===== config.mk =====
export PLATFORM = sky130hd
export DESIGN_NAME = cop0_exc_ctrl
export DESIGN_NICKNAME = d
export VERILOG_FILES = /design/src/rtl/cop0_exc_ctrl.sv
export SDC_FILE = /design/constraint.sdc
export NUM_CORES = 1
export LEC_CHECK = 0
export CAP_MARGIN = 20
export CORE_ASPECT_RATIO = 1.75
export CORE_MARGIN = 8
export CORE_UTILIZATION = 40
export DETAILED_ROUTE_END_ITERATION = 10
export PLACE_DENSITY_LB_ADDON = 0.15
export SLEW_MARGIN = 20
export SYNTH_ARGS = -nofsm -noshare
export SYNTH_HDL_FRONTEND = slang
export SYNTH_SLANG_ARGS = --single-unit

===== constraint.sdc =====
create_clock -name clk -period 8.1 [get_ports clk]
set_input_delay 1.62 -clock clk [delete_from_list [all_inputs] [get_ports clk]]
set_output_delay 1.62 -clock clk [all_outputs]
set_load 0.005 [all_outputs]

===== src/rtl/cop0_exc_ctrl.sv =====
// ---------------------------------------------------------------------------
// cop0_exc_ctrl
//
// Coprocessor-0 exception/interrupt controller for the single-cycle MIPS core.
// Holds Status (12), Cause (13) and EPC (14). Services mfc0, mtc0 and eret.
// Arbitrates syscall traps against the external interrupt lines, and sequences
// trap entry and return through a four-state FSM:
//   RUN -> ENTER -> HANDLER -> RETURN -> RUN
//
// Ports
//   clk, rst_n     : clock (rising edge), asynchronous active-low reset
//   InstrValid     : current instruction commits this cycle
//   PC             : PC of the current instruction
//   IsSyscall      : decode flag, syscall
//   IsCOP0         : decode flag, opcode 010000
//   Rs, Rd, Funct  : instruction fields (COP0 sub-op, CP0 register, function)
//   WData          : rt value written by mtc0
//   IrqReq         : level-sensitive interrupt requests (asynchronous)
//   RData          : mfc0 read data, combinational, 0 when not an mfc0
//   Flush          : kill RegWrite/MemWrite of the current instruction
//   Stall          : hold PC and block commit this cycle
//   PCRedirect     : load RedirectPC into PC at the next edge
//   RedirectPC     : redirect target (handler entry or EPC)
//   IntAck         : one-hot acknowledge of the interrupt being taken
//   InHandler      : mirror of Status.EXL
// ---------------------------------------------------------------------------
module cop0_exc_ctrl #(
    parameter int          NUM_IRQ      = 4,
    parameter logic [31:0] HANDLER_ADDR = 32'h0000_0180
) (
    input  logic               clk,
    input  logic               rst_n,
    input  logic               InstrValid,
    input  logic [31:0]        PC,
    input  logic               IsSyscall,
    input  logic               IsCOP0,
    input  logic [4:0]         Rs,
    input  logic [4:0]         Rd,
    input  logic [5:0]         Funct,
    input  logic [31:0]        WData,
    input  logic [NUM_IRQ-1:0] IrqReq,
    output logic [31:0]        RData,
    output logic               Flush,
    output logic               Stall,
    output logic               PCRedirect,
    output logic [31:0]        RedirectPC,
    output logic [NUM_IRQ-1:0] IntAck,
    output logic               InHandler
);

    // CP0 register numbers
    localparam logic [4:0] REG_STATUS = 5'd12;
    localparam logic [4:0] REG_CAUSE  = 5'd13;
    localparam logic [4:0] REG_EPC    = 5'd14;

    // COP0 sub-operations encoded in Rs, and the eret function code
    localparam logic [4:0] RS_MFC0    = 5'b00000;
    localparam logic [4:0] RS_MTC0    = 5'b00100;
    localparam logic [4:0] RS_CO      = 5'b10000;
    localparam logic [5:0] FUNCT_ERET = 6'b011000;

    // Cause.ExcCode values
    localparam logic [4:0] EXC_INT = 5'd0;
    localparam logic [4:0] EXC_SYS = 5'd8;

    typedef enum logic [1:0] {
        ST_RUN     = 2'd0,
        ST_ENTER   = 2'd1,
        ST_HANDLER = 2'd2,
        ST_RETURN  = 2'd3
    } state_e;

    // -----------------------------------------------------------------------
    // State
    // -----------------------------------------------------------------------
    state_e             state_q,       state_d;
    logic               ie_q,          ie_d;
    logic               exl_q,         exl_d;
    logic [NUM_IRQ-1:0] im_q,          im_d;
    logic [4:0]         exc_code_q,    exc_code_d;
    logic [31:0]        epc_q,         epc_d;
    logic [NUM_IRQ-1:0] ip_q,          ip_d;
    logic               stall_q,       stall_d;
    logic               pc_redirect_q, pc_redirect_d;
    logic [31:0]        redirect_pc_q, redirect_pc_d;

    // -----------------------------------------------------------------------
    // Decode and trap arbitration
    // -----------------------------------------------------------------------
    logic               is_mfc0;
    logic               is_mtc0;
    logic               is_eret;
    logic               in_run;
    logic               can_commit;
    logic [NUM_IRQ-1:0] pending;
    logic               int_take;
    logic               sys_take;
    logic               eret_take;
    logic               mtc0_we;
    logic [NUM_IRQ-1:0] ack_onehot;

    assign is_mfc0 = IsCOP0 && (Rs == RS_MFC0);
    assign is_mtc0 = InstrValid && IsCOP0 && (Rs == RS_MTC0);
    assign is_eret = InstrValid && IsCOP0 && (Rs == RS_CO) && (Funct == FUNCT_ERET);

    assign in_run     = (state_q == ST_RUN);
    // ENTER and RETURN stall the pipe, so nothing commits in those cycles.
    assign can_commit = (state_q == ST_RUN) || (state_q == ST_HANDLER);

    // Uses the pre-write Status: an mtc0 in this cycle only lands at the edge.
    assign pending  = ip_q & im_q;
    assign int_take = in_run && InstrValid && ie_q && !exl_q && (|pending);
    // Interrupt wins; the losing syscall is re-executed after the return.
    assign sys_take = in_run && InstrValid && IsSyscall && !exl_q && !int_take;
    assign eret_take = (state_q == ST_HANDLER) && is_eret;
    // A flushed instruction must not update CP0 state.
    assign mtc0_we  = is_mtc0 && can_commit && !int_take;

    // Lowest-index pending line wins the acknowledge.
    always_comb begin
        // NOTE: every variable written in a combinational block gets a default
        // first, so no path leaves it unassigned and no latch is inferred.
        ack_onehot = '0;
        for (int i = NUM_IRQ - 1; i >= 0; i--) begin
            if (pending[i]) begin
                ack_onehot    = '0;
                ack_onehot[i] = 1'b1;
            end
        end
    end

    // -----------------------------------------------------------------------
    // Register read views
    // -----------------------------------------------------------------------
    logic [31:0] status_rd;
    logic [31:0] cause_rd;

    always_comb begin
        status_rd                = '0;
        status_rd[0]             = ie_q;
        status_rd[1]             = exl_q;
        status_rd[8 +: NUM_IRQ]  = im_q;

        cause_rd                 = '0;
        cause_rd[6:2]            = exc_code_q;
        cause_rd[8 +: NUM_IRQ]   = ip_q;
    end

    always_comb begin
        RData = '0;
        if (is_mfc0) begin
            unique case (Rd)
                REG_STATUS: RData = status_rd;
                REG_CAUSE:  RData = cause_rd;
                REG_EPC:    RData = epc_q;
                default:    RData = '0;
            endcase
        end
    end

    // -----------------------------------------------------------------------
    // Next-state logic
    // -----------------------------------------------------------------------
    always_comb begin
        state_d       = state_q;
        ie_d          = ie_q;
        exl_d         = exl_q;
        im_d          = im_q;
        exc_code_d    = exc_code_q;
        epc_d         = epc_q;
        ip_d          = IrqReq;
        // Redirect outputs are single-cycle; they are re-armed only on entry
        // to ENTER or RETURN.
        stall_d       = 1'b0;
        pc_redirect_d = 1'b0;
        redirect_pc_d = '0;

        unique case (state_q)
            ST_RUN: begin
                if (int_take) begin
                    epc_d         = PC;
                    exc_code_d    = EXC_INT;
                    exl_d         = 1'b1;
                    state_d       = ST_ENTER;
                    stall_d       = 1'b1;
                    pc_redirect_d = 1'b1;
                    redirect_pc_d = HANDLER_ADDR;
                end else if (sys_take) begin
                    // Syscall completes, so the return lands on the next word.
                    epc_d         = PC + 32'd4;
                    exc_code_d    = EXC_SYS;
                    exl_d         = 1'b1;
                    state_d       = ST_ENTER;
                    stall_d       = 1'b1;
                    pc_redirect_d = 1'b1;
                    redirect_pc_d = HANDLER_ADDR;
                end
            end

            ST_ENTER: begin
                state_d = ST_HANDLER;
            end

            ST_HANDLER: begin
                // Syscalls and interrupts are ignored here; only eret leaves.
                if (eret_take) begin
                    exl_d         = 1'b0;
                    state_d       = ST_RETURN;
                    stall_d       = 1'b1;
                    pc_redirect_d = 1'b1;
                    // Target frozen at the eret commit.
                    redirect_pc_d = epc_q;
                end
            end

            ST_RETURN: begin
                state_d = ST_RUN;
            end

            default: begin
                state_d = ST_RUN;
            end
        endcase

        // Software writes. Decode keeps mtc0 exclusive with syscall/eret, and
        // an EXL write does not move the FSM.
        if (mtc0_we) begin
            unique case (Rd)
                REG_STATUS: begin
                    ie_d  = WData[0];
                    exl_d = WData[1];
                    im_d  = WData[8 +: NUM_IRQ];
                end
                REG_EPC: begin
                    epc_d = WData;
                end
                default: begin
                end
            endcase
        end
    end

    // -----------------------------------------------------------------------
    // Registers
    // -----------------------------------------------------------------------
    always_ff @(posedge clk or negedge rst_n) begin
        if (!rst_n) begin
            state_q       <= ST_RUN;
            ie_q          <= 1'b0;
            exl_q         <= 1'b0;
            im_q          <= '0;
            exc_code_q    <= '0;
            epc_q         <= '0;
            ip_q          <= '0;
            stall_q       <= 1'b0;
            pc_redirect_q <= 1'b0;
            redirect_pc_q <= '0;
        end else begin
            // NOTE: sequential state uses non-blocking assignments so every
            // flop samples the pre-edge values regardless of statement order.
            state_q       <= state_d;
            ie_q          <= ie_d;
            exl_q         <= exl_d;
            im_q          <= im_d;
            exc_code_q    <= exc_code_d;
            epc_q         <= epc_d;
            ip_q          <= ip_d;
            stall_q       <= stall_d;
            pc_redirect_q <= pc_redirect_d;
            redirect_pc_q <= redirect_pc_d;
        end
    end

    // -----------------------------------------------------------------------
    // Outputs
    // -----------------------------------------------------------------------
    assign Flush      = int_take;
    assign IntAck     = int_take ? ack_onehot : '0;
    assign Stall      = stall_q;
    assign PCRedirect = pc_redirect_q;
    assign RedirectPC = redirect_pc_q;
    assign InHandler  = exl_q;

endmodule


==> results_dict.tcl, run 1 <==
set metrics [dict create \
    grt_pass1_wl_mm 24.3 \
    fin_nets 738 \
    drc_errors 0 \
    synth_top_area_share_pct 44.3 \
    wl_mm 15.9 \
    cp-start-kind "input port" \
    gp_congestion 0.837 \
    dpl.hpwl_mm 11.6 \
    hold_path_depth 2 \
    grt_max_degree 79 \
    setup_violations 0 \
    io_pins 161 \
    synth_seq_cells 78 \
    synth_cells 504 \
    status "finished clean" \
    timing.rr.end "im_q[1]" \
    grt_antenna_before_repair 1 \
    port_buffers 160 \
    fin_worst_skew_ns 0.00798 \
    syn_area_um2 4410 \
    hold_path_end "exc_code_q[3]" \
    start_util_pct 40.4 \
    synth_most_common_cell "dfrtp_1" \
    clk_latency_ns 0.34 \
    reg2regPathDepth 9 \
    vias 4437 \
    drt_iter0_drc 166 \
    clk_pin_slew_ns 0.05 \
    slew_viol_final 0 \
    ant_nets 0 \
    synth_edf_count 0 \
    p_per_area_nw_per_um2 205 \
    async_flop_share_pct 100 \
    hold_buffers 0 \
    worst-setup-path-type "input port to primary output" \
    hold_viol_final 0 \
    r2r_start "state_q[0]" \
    viasPerCell 5.67 \
    die_area_um2 14800 \
    cts_root_buffer "clkbuf_16" \
    n_fill_cell 987 \
    ys_types 54 \
    die_h_um 155 \
    clock-sinks 78 \
    hold_start "exc_code_q[3]" \
    hp-class "flop to flop" \
    cts_max_level 3 \
    final.setup.tns_ns 0 \
    drive_above_1_share_pct 6.62 \
    rows 51 \
    syn-num-nets 597 \
    synthFlopType "dfrtp_1" \
    reg2reg_slack_ns 4.52 \
    tritoncts "done" \
    max_slew.worst_pin.slew_ns 0.989 \
    vdd_drop_max_mv 0.121 \
    die_w_um 95.4 \
    syn_avg_cell_area_um2 8.75 \
    period_needed_ns 5.92 \
    arrival_ns 4.30 \
    yosysSeqAreaShare_pct 44.3 \
    grt_pass1_vias 4458 \
    path_max_fanout 5 \
    grt_usage_pct 21.6 \
    synth.top_cells.by_area "dfrtp_1 44%, nand2_1 4.8%, and3_1 4.7%" \
    ys.warnings.count 0 \
    synth_common_cells "78 x dfrtp_1, 56 x nand2_1, 47 x nor2_1" \
    post-cts-setup-buffers 0 \
    grt_overflow 0 \
    clockBufferDepth 2 \
    end_kind "primary output" \
    clock.fmax_ghz 0.169 \
    regArea_um2 1950 \
    fp.coreArea_um2 10900 \
    p_leak_nw 2.68 \
    numCtsBuffers 9 \
    multi_input_area_um2 2270 \
    rsz0062_at_grt "false" \
    relSlewSlack_pct 33.9 \
    synth_area_leader_cell "dfrtp_1" \
    cts_resized 0 \
    post-route-period-util_pct 73.1 \
    required_ns 6.48 \
    syn2layout_area_growth_pct 44.7 \
    drt_first_pass_iters 4 \
    power_mw 1.31 \
    maxCapViolCount 0 \
    wl_per_cell_um 20.3 \
]
[logic make-up after synthesis]
group	after synthesis	synth area share, %
AND/OR/NAND/NOR	232	28.3
AO/OA/AOI/OAI	125	17.6
flip-flops	78	44.3
buffers and inverters	46	4.28
multiplexers	15	3.57
XOR/XNOR	4	0.794
adder cells (fa/ha/maj)	4	1.13
[worst max-delay path by stage]
| stage | from | to | depth (start not counted) |
|---|---|---|---|
| 3_5_place_dp | Rd[2] | RData[9] | 6 |
| 3_3_place_gp | Rd[2] | RData[9] | 6 |
| 2_1_floorplan | Rs[1] | RData[12] | 5 |
| 6_report | Rd[2] | RData[9] | 6 |
| 5_1_grt | Rd[2] | RData[9] | 6 |
| 4_1_cts | Rd[2] | RData[9] | 6 |
[metrics by stage]
| stage | instance area [um^2] | hold WS [ns] | setup WS, ns | util, % | std cells |
|---|---|---|---|---|---|
| final | 6380 | 0.501 | 2.18 | 58.5 | 783 |
| after floorplan | 4410 | 0.459 | 3.27 | - | 504 |
| after global placement | 6070 | 0.475 | 2.19 | 55.6 | 765 |
| after CTS | 6350 | 0.500 | 2.14 | 58.2 | 781 |
| after detailed placement | 6070 | 0.487 | 2.15 | 55.6 | 765 |
| after global routing | 6380 | 0.524 | 2.11 | 58.5 | 783 |
[cell type report]
type	instances	share of cell area (%)
diodes	1	0.0392
clock buffers	11	3.80
clock inverters	5	0.549
inverters	8	0.471
multi-input cells	380	35.6
flip-flops and latches	78	30.6
well taps	132	2.59
repair buffers	168	26.3
[metal layers]
layer  vias up  share of wire [%]  GRT usage [%]
li1       2097                  -              -
met1      2146                 35           23.1
met2       165                 55           37.8
met3        29                6.0           4.29
met4         0                4.1           12.1
met5         -                  0              0
[placed cells by master (no fill, tap or decap), drive strengths merged, types with 2 or more instances in the layout]
| cell type | n |
|---|---|
| clkdlybuf4s50 | 159 |
| dfrtp | 78 |
| nand2 | 56 |
| nor2 | 47 |
| o21ai | 38 |
| a21oi | 35 |
| and3 | 33 |
| and2 | 31 |
| nand3 | 21 |
| nand4 | 11 |
| clkbuf | 11 |
| o22ai | 10 |
| mux2i | 9 |
| nor3 | 9 |
| buf | 9 |
| inv | 8 |
| a31oi | 7 |
| o22a | 6 |
| mux2 | 6 |
| nand4b | 4 |
| nand2b | 4 |
| xnor2 | 4 |
| and4 | 4 |
| o31ai | 4 |
| a41oi | 4 |
| clkinvlp | 4 |
| ha | 4 |
| a311oi | 3 |
| nor4 | 3 |
| a41o | 2 |
| or4b | 2 |
| o211ai | 2 |
| o31a | 2 |
| o21a | 2 |
| nor2b | 2 |
| a2bb2oi | 2 |
[critical path, cell delays in order]
cell and delay [ns]:
clkdlybuf4s50_1 0.48, or4bb_1 0.56, or3_1 0.43, a2111oi_2 0.49
and2_1 0.21, clkdlybuf4s50_1 0.50
[power breakdown]
part | switching [mW] | internal [mW] | total [mW]
Sequential | 0.0906 | 0.484 | 0.574
Combinational | 0.174 | 0.180 | 0.355
Clock | 0.163 | 0.215 | 0.378
Total | 0.427 | 0.879 | 1.31
[state kept, by name (all words and copies together) (netlist names)]
name	cells
InHandler	1
RedirectPC	32
PCRedirect	1
state_q	2
ip_q	4
im_q	4
ie_q	1
epc_q	32
exc_code_q	1
Note: power is estimated with default switching activity, not from simulation.
==> run 2, diff against run 1 <==
==> constraint.sdc (replaced) <==
create_clock -name clk -period 5.53 [get_ports clk]
set_input_delay 1.106 -clock clk [delete_from_list [all_inputs] [get_ports clk]]
set_output_delay 1.106 -clock clk [all_outputs]
set_load 0.005 [all_outputs]
==> results_dict.tcl, run 2 (synthesis results as in run 1) <==
set metrics [dict create \
    status "finished clean" \
    fin_worst_skew_ns 0.00700 \
    final.setup.tns_ns 0 \
    layout_common_cells "159 x clkdlybuf4s50_1, 78 x dfrtp_1, 56 x nand2_1" \
    rows 51 \
    max_slew.worst_pin.slew_ns 0.973 \
    drc_errors 0 \
    grt_max_degree 79 \
    grt_pass1_wl_mm 24.1 \
    crit_slowest_cell "or4bb_1" \
    grt_usage_pct 21.2 \
    fp.coreArea_um2 10900 \
    cpMostUsedCell "clkdlybuf4s50_1" \
    period_needed_ns 4.88 \
    fin_nets 740 \
    cp-endpoint "RData[9]" \
    cp-start-kind "input port" \
    critical_path.cell_chain "clkdlybuf4s50_1 -> or4bb_1 -> or3_1 -> a2111oi_2 -> and2_1 -> clkdlybuf4s50_1" \
    p_seq_share_pct 41.1 \
    dp.cells 768 \
    final_common_cell "clkdlybuf4s50_1" \
    vdd_drop_max_mv 0.227 \
    netSwitchingFraction_pct 30.3 \
    stdcell_area_um2 6430 \
    diodes 0 \
    drt_iter0_drc 220 \
    reg2reg_slack_ns 2.31 \
    post-route-period-util_pct 88.3 \
    wl_mm 15.6 \
    required_ns 4.42 \
    p_per_area_nw_per_um2 315 \
    hp-class "flop to flop" \
    port_buffers 160 \
    critPathLaunch "Rd[2]" \
    power.share.clock_pct 33.5 \
    start_util_pct 40.4 \
    worst-setup-path-type "input port to primary output" \
    p_leak_nw 2.72 \
    gp_congestion 0.857 \
    die_w_um 95.4 \
    post-cts-setup-buffers 0 \
    grt_antenna_before_repair 0 \
    die_h_um 155 \
    place_area_um2 6090 \
    r2r_start "state_q[0]" \
    io_pins 161 \
    reg2regPathDepth 10 \
    clock-sinks 78 \
    vias 4397 \
    cts_resized 0 \
    ant_nets 0 \
    grt_overflow 0 \
    drive_above_1_share_pct 6.60 \
    dpl.hpwl_mm 11.5 \
    final_cell_count_no_fill 784 \
    setup_violations 0 \
    die_area_um2 14800 \
    relSlewSlack_pct 35.1 \
    wl_per_cell_um 20.0 \
    cts_root_buffer "clkbuf_16" \
    hold_buffers 0 \
    drt_first_pass_iters 4 \
    intPower_mw 1.41 \
    hold_viol_final 0 \
    syn2layout_area_growth_pct 45.9 \
    rsz0062_at_grt "false" \
    comb_power_share_pct 25.4 \
    clk_pin_slew_ns 0.06 \
    viasPerCell 5.61 \
    clockBufferDepth 2 \
    numCtsBuffers 9 \
    cts_max_level 3 \
    path_max_fanout 5 \
    slowest_delay_ns 0.57 \
    maxCapViolCount 0 \
    slew_viol_final 0 \
    tritoncts "done" \
    grt_pass1_vias 4453 \
    clk_latency_ns 0.33 \
    n_fill_cell 1003 \
    clock.fmax_ghz 0.205 \
    arrival_ns 3.78 \
    end_kind "primary output" \
    power.net_switching_uw 613 \
    timing.rr.end "im_q[2]" \
]
[run 2: cell type report]
cell class	instances	area [um^2]	share of cell area (%)
clock buffer	10	229	3.56
inverter	8	30.0	0.467
sequential	78	1950	30.3
tap	132	165	2.57
multi-input combinational	380	2270	35.3
timing repair buffer	170	1680	26.1
clock inverter	6	110	1.71
[run 2: how the worst min path moves through the flow]
stage,from,to,slack [ns],depth (start not counted)
floorplan,epc_q[7],RedirectPC[7],0.46,2
global placement,state_q[0],state_q[0],0.47,1
detailed placement,state_q[0],state_q[0],0.49,1
CTS,state_q[0],state_q[0],0.50,1
global route,state_q[0],state_q[0],0.53,1
finish,exc_code_q[3],exc_code_q[3],0.50,2
[run 2: power by group through the flow]
stage | Sequential [mW] | Combinational [mW] | Clock, mW
after floorplan | 0.779 | 0.347 | 0
after global placement | 0.842 | 0.496 | 0
after detailed placement | 0.846 | 0.514 | 0
after CTS | 0.836 | 0.516 | 0.688
after global routing | 0.852 | 0.587 | 0.706
final | 0.833 | 0.514 | 0.678
[run 2: critical path, delay by kind of cell]
kind | cells | cell delay [ns]
simple gates | 3 | 1.22
compound gates | 1 | 0.46
buf+inv | 2 | 0.99
[run 2: per-stage QoR]
stage               hold slack [ns]  power (mW)  utilization, %  worst slack [ns]
floorplan                     0.459        1.13               -              1.73
global placement              0.475        1.34            55.8             0.642
detailed placement            0.486        1.36            55.8             0.635
CTS                           0.500        2.04            58.9             0.623
global route                  0.529        2.14            59.0             0.575
finish                        0.498        2.02            59.0             0.646
[run 2: routing by layer]
layer  wire length [um]  vias to the layer above  track usage [%]  share of wire [%]
li1                   -                     2098                -                  -
met1               5730                     2116             22.6                 37
met2               8640                      154             38.9                 55
met3                830                       29             3.91                5.3
met4                451                        0             8.77                2.9
met5                  0                        -                0                  0
==> run 3, diff against run 2 <==
--- a/config.mk
+++ b/config.mk
@@ -6,7 +6,7 @@
 export NUM_CORES = 1
 export LEC_CHECK = 0
 export CAP_MARGIN = 20
-export CORE_ASPECT_RATIO = 1.75
+export CORE_ASPECT_RATIO = 0.7
 export CORE_MARGIN = 8
 export CORE_UTILIZATION = 40
 export DETAILED_ROUTE_END_ITERATION = 10
==> constraint.sdc (replaced) <==
create_clock -name clk -period 5.6 [get_ports clk]
set_input_delay 1.12 -clock clk [delete_from_list [all_inputs] [get_ports clk]]
set_output_delay 1.12 -clock clk [all_outputs]
set_load 0.005 [all_outputs]
==> results_dict.tcl, run 3 (synthesis results as in run 1) <==
set metrics [dict create \
    status "finished clean" \
    met2_usage_pct 30.5 \
    fin_nets 742 \
    vias 4388 \
    post-route-period-util_pct 87.0 \
    max_slew.worst_pin.slew_ns 1.03 \
    timing.rr.end "epc_q[21]" \
    path_max_fanout 5 \
    grt_max_degree 79 \
    busiest_layer "met2" \
    slew_viol_final 0 \
    hold_path_depth 1 \
    tritoncts "done" \
    die_area_um2 14700 \
    rsz0062_at_grt "false" \
    hold_viol_final 0 \
    gp_congestion 0.851 \
    drt_iter0_drc 401 \
    die_h_um 104 \
    vdd_drop_max_mv 0.171 \
    post-cts-setup-buffers 0 \
    io_pins 161 \
    p_leak_nw 2.71 \
    wl_mm 15.5 \
    final_common_cell "clkdlybuf4s50_1" \
    rows 32 \
    grt_pass1_wl_mm 24.4 \
    clk_latency_ns 0.34 \
    viasPerCell 5.43 \
    maxCapViolCount 0 \
    reg2reg_slack_ns 2.62 \
    grt_antenna_before_repair 0 \
    final_cell_count_no_fill 808 \
    grt_overflow 0 \
    final_util_pct 59.1 \
    required_ns 4.48 \
    hold_path_end "state_q[0]" \
    final.setup.tns_ns 0 \
    wl_per_cell_um 19.2 \
    clockBufferDepth 2 \
    syn2layout_area_growth_pct 46.0 \
    end_kind "primary output" \
    cts_max_level 3 \
    hp-class "flop to flop" \
    hold_buffers 0 \
    arrival_ns 3.75 \
    r2r_start "state_q[1]" \
    reg2regPathDepth 7 \
    drive_above_1_share_pct 6.88 \
    grt_util_met1_pct 29.4 \
    cts_resized 0 \
    ant_nets 0 \
    start_util_pct 40.5 \
    p_per_area_nw_per_um2 298 \
    relSlewSlack_pct 31.5 \
    dpl.hpwl_mm 11.5 \
    clock.fmax_ghz 0.205 \
    period_needed_ns 4.87 \
    cts_root_buffer "clkbuf_16" \
    dp.cells 790 \
    die_w_um 142 \
    drc_errors 0 \
    port_buffers 160 \
    numCtsBuffers 9 \
    cp-start-kind "input port" \
    fin_worst_skew_ns 0.00645 \
    grt_pass1_vias 4422 \
    setup_violations 0 \
    critPathLaunch "Rd[2]" \
    met3_usage_pct 5.69 \
    grt_usage_pct 20.9 \
    clk_pin_slew_ns 0.06 \
    worst-setup-path-type "input port to primary output" \
    fp.coreArea_um2 10900 \
    drt_first_pass_iters 4 \
    layout_common_cells "159 x clkdlybuf4s50_1, 78 x dfrtp_1, 56 x nand2_1" \
    hold_start "state_q[0]" \
    clock-sinks 78 \
]
## run 3: through the flow
| step | hold slack [ns] | power [mW] | setup WS [ns] | cell area (um^2) |
|---|---|---|---|---|
| 2_1_floorplan | 0.459 | 1.11 | 1.77 | 4410 |
| 3_3_place_gp | 0.476 | 1.32 | 0.768 | 6130 |
| 3_5_place_dp | 0.484 | 1.34 | 0.699 | 6130 |
| 4_1_cts | 0.498 | 1.92 | 0.692 | 6420 |
| 5_1_grt | 0.515 | 2.02 | 0.537 | 6440 |
| 6_report | 0.493 | 1.92 | 0.728 | 6440 |
## run 3: worst max path at each step
stage,endpoint,slack (ns)
after floorplan,RData[12],1.77
after global placement,RData[11],0.77
after detailed placement,RData[10],0.70
after CTS,RData[10],0.69
after global routing,RData[10],0.54
final,RData[10],0.73
## run 3: critical path: stages
cell	delay [ns]
clkdlybuf4s50_1	0.47
or4bb_1	0.57
or3_1	0.45
a2111oi_2	0.45
and2_1	0.19
clkdlybuf4s50_1	0.49
## run 3: metal layers
metal	share of wire, %	wire [um]
met1	47	7270
met2	43	6740
met3	8.0	1240
met4	1.6	246
met5	0	0
## run 3: cell type report
cell class | instances | area, um^2
inverter | 8 | 30.0
sequential | 78 | 1950
antenna | 1 | 2.50
fill | 999 | 4450
multi-input combinational | 380 | 2270
clock buffer | 10 | 229
clock inverter | 6 | 62.6
timing repair buffer | 172 | 1700
tap | 153 | 191
## run 3: report_power, final
group          total [mW]  leakage (nW)  internal (mW)  switching, mW
Combinational       0.516          1.58          0.261          0.255
Clock               0.577         0.134          0.344          0.234
Sequential          0.824         0.999          0.699          0.124
Total                1.92          2.71           1.30          0.613
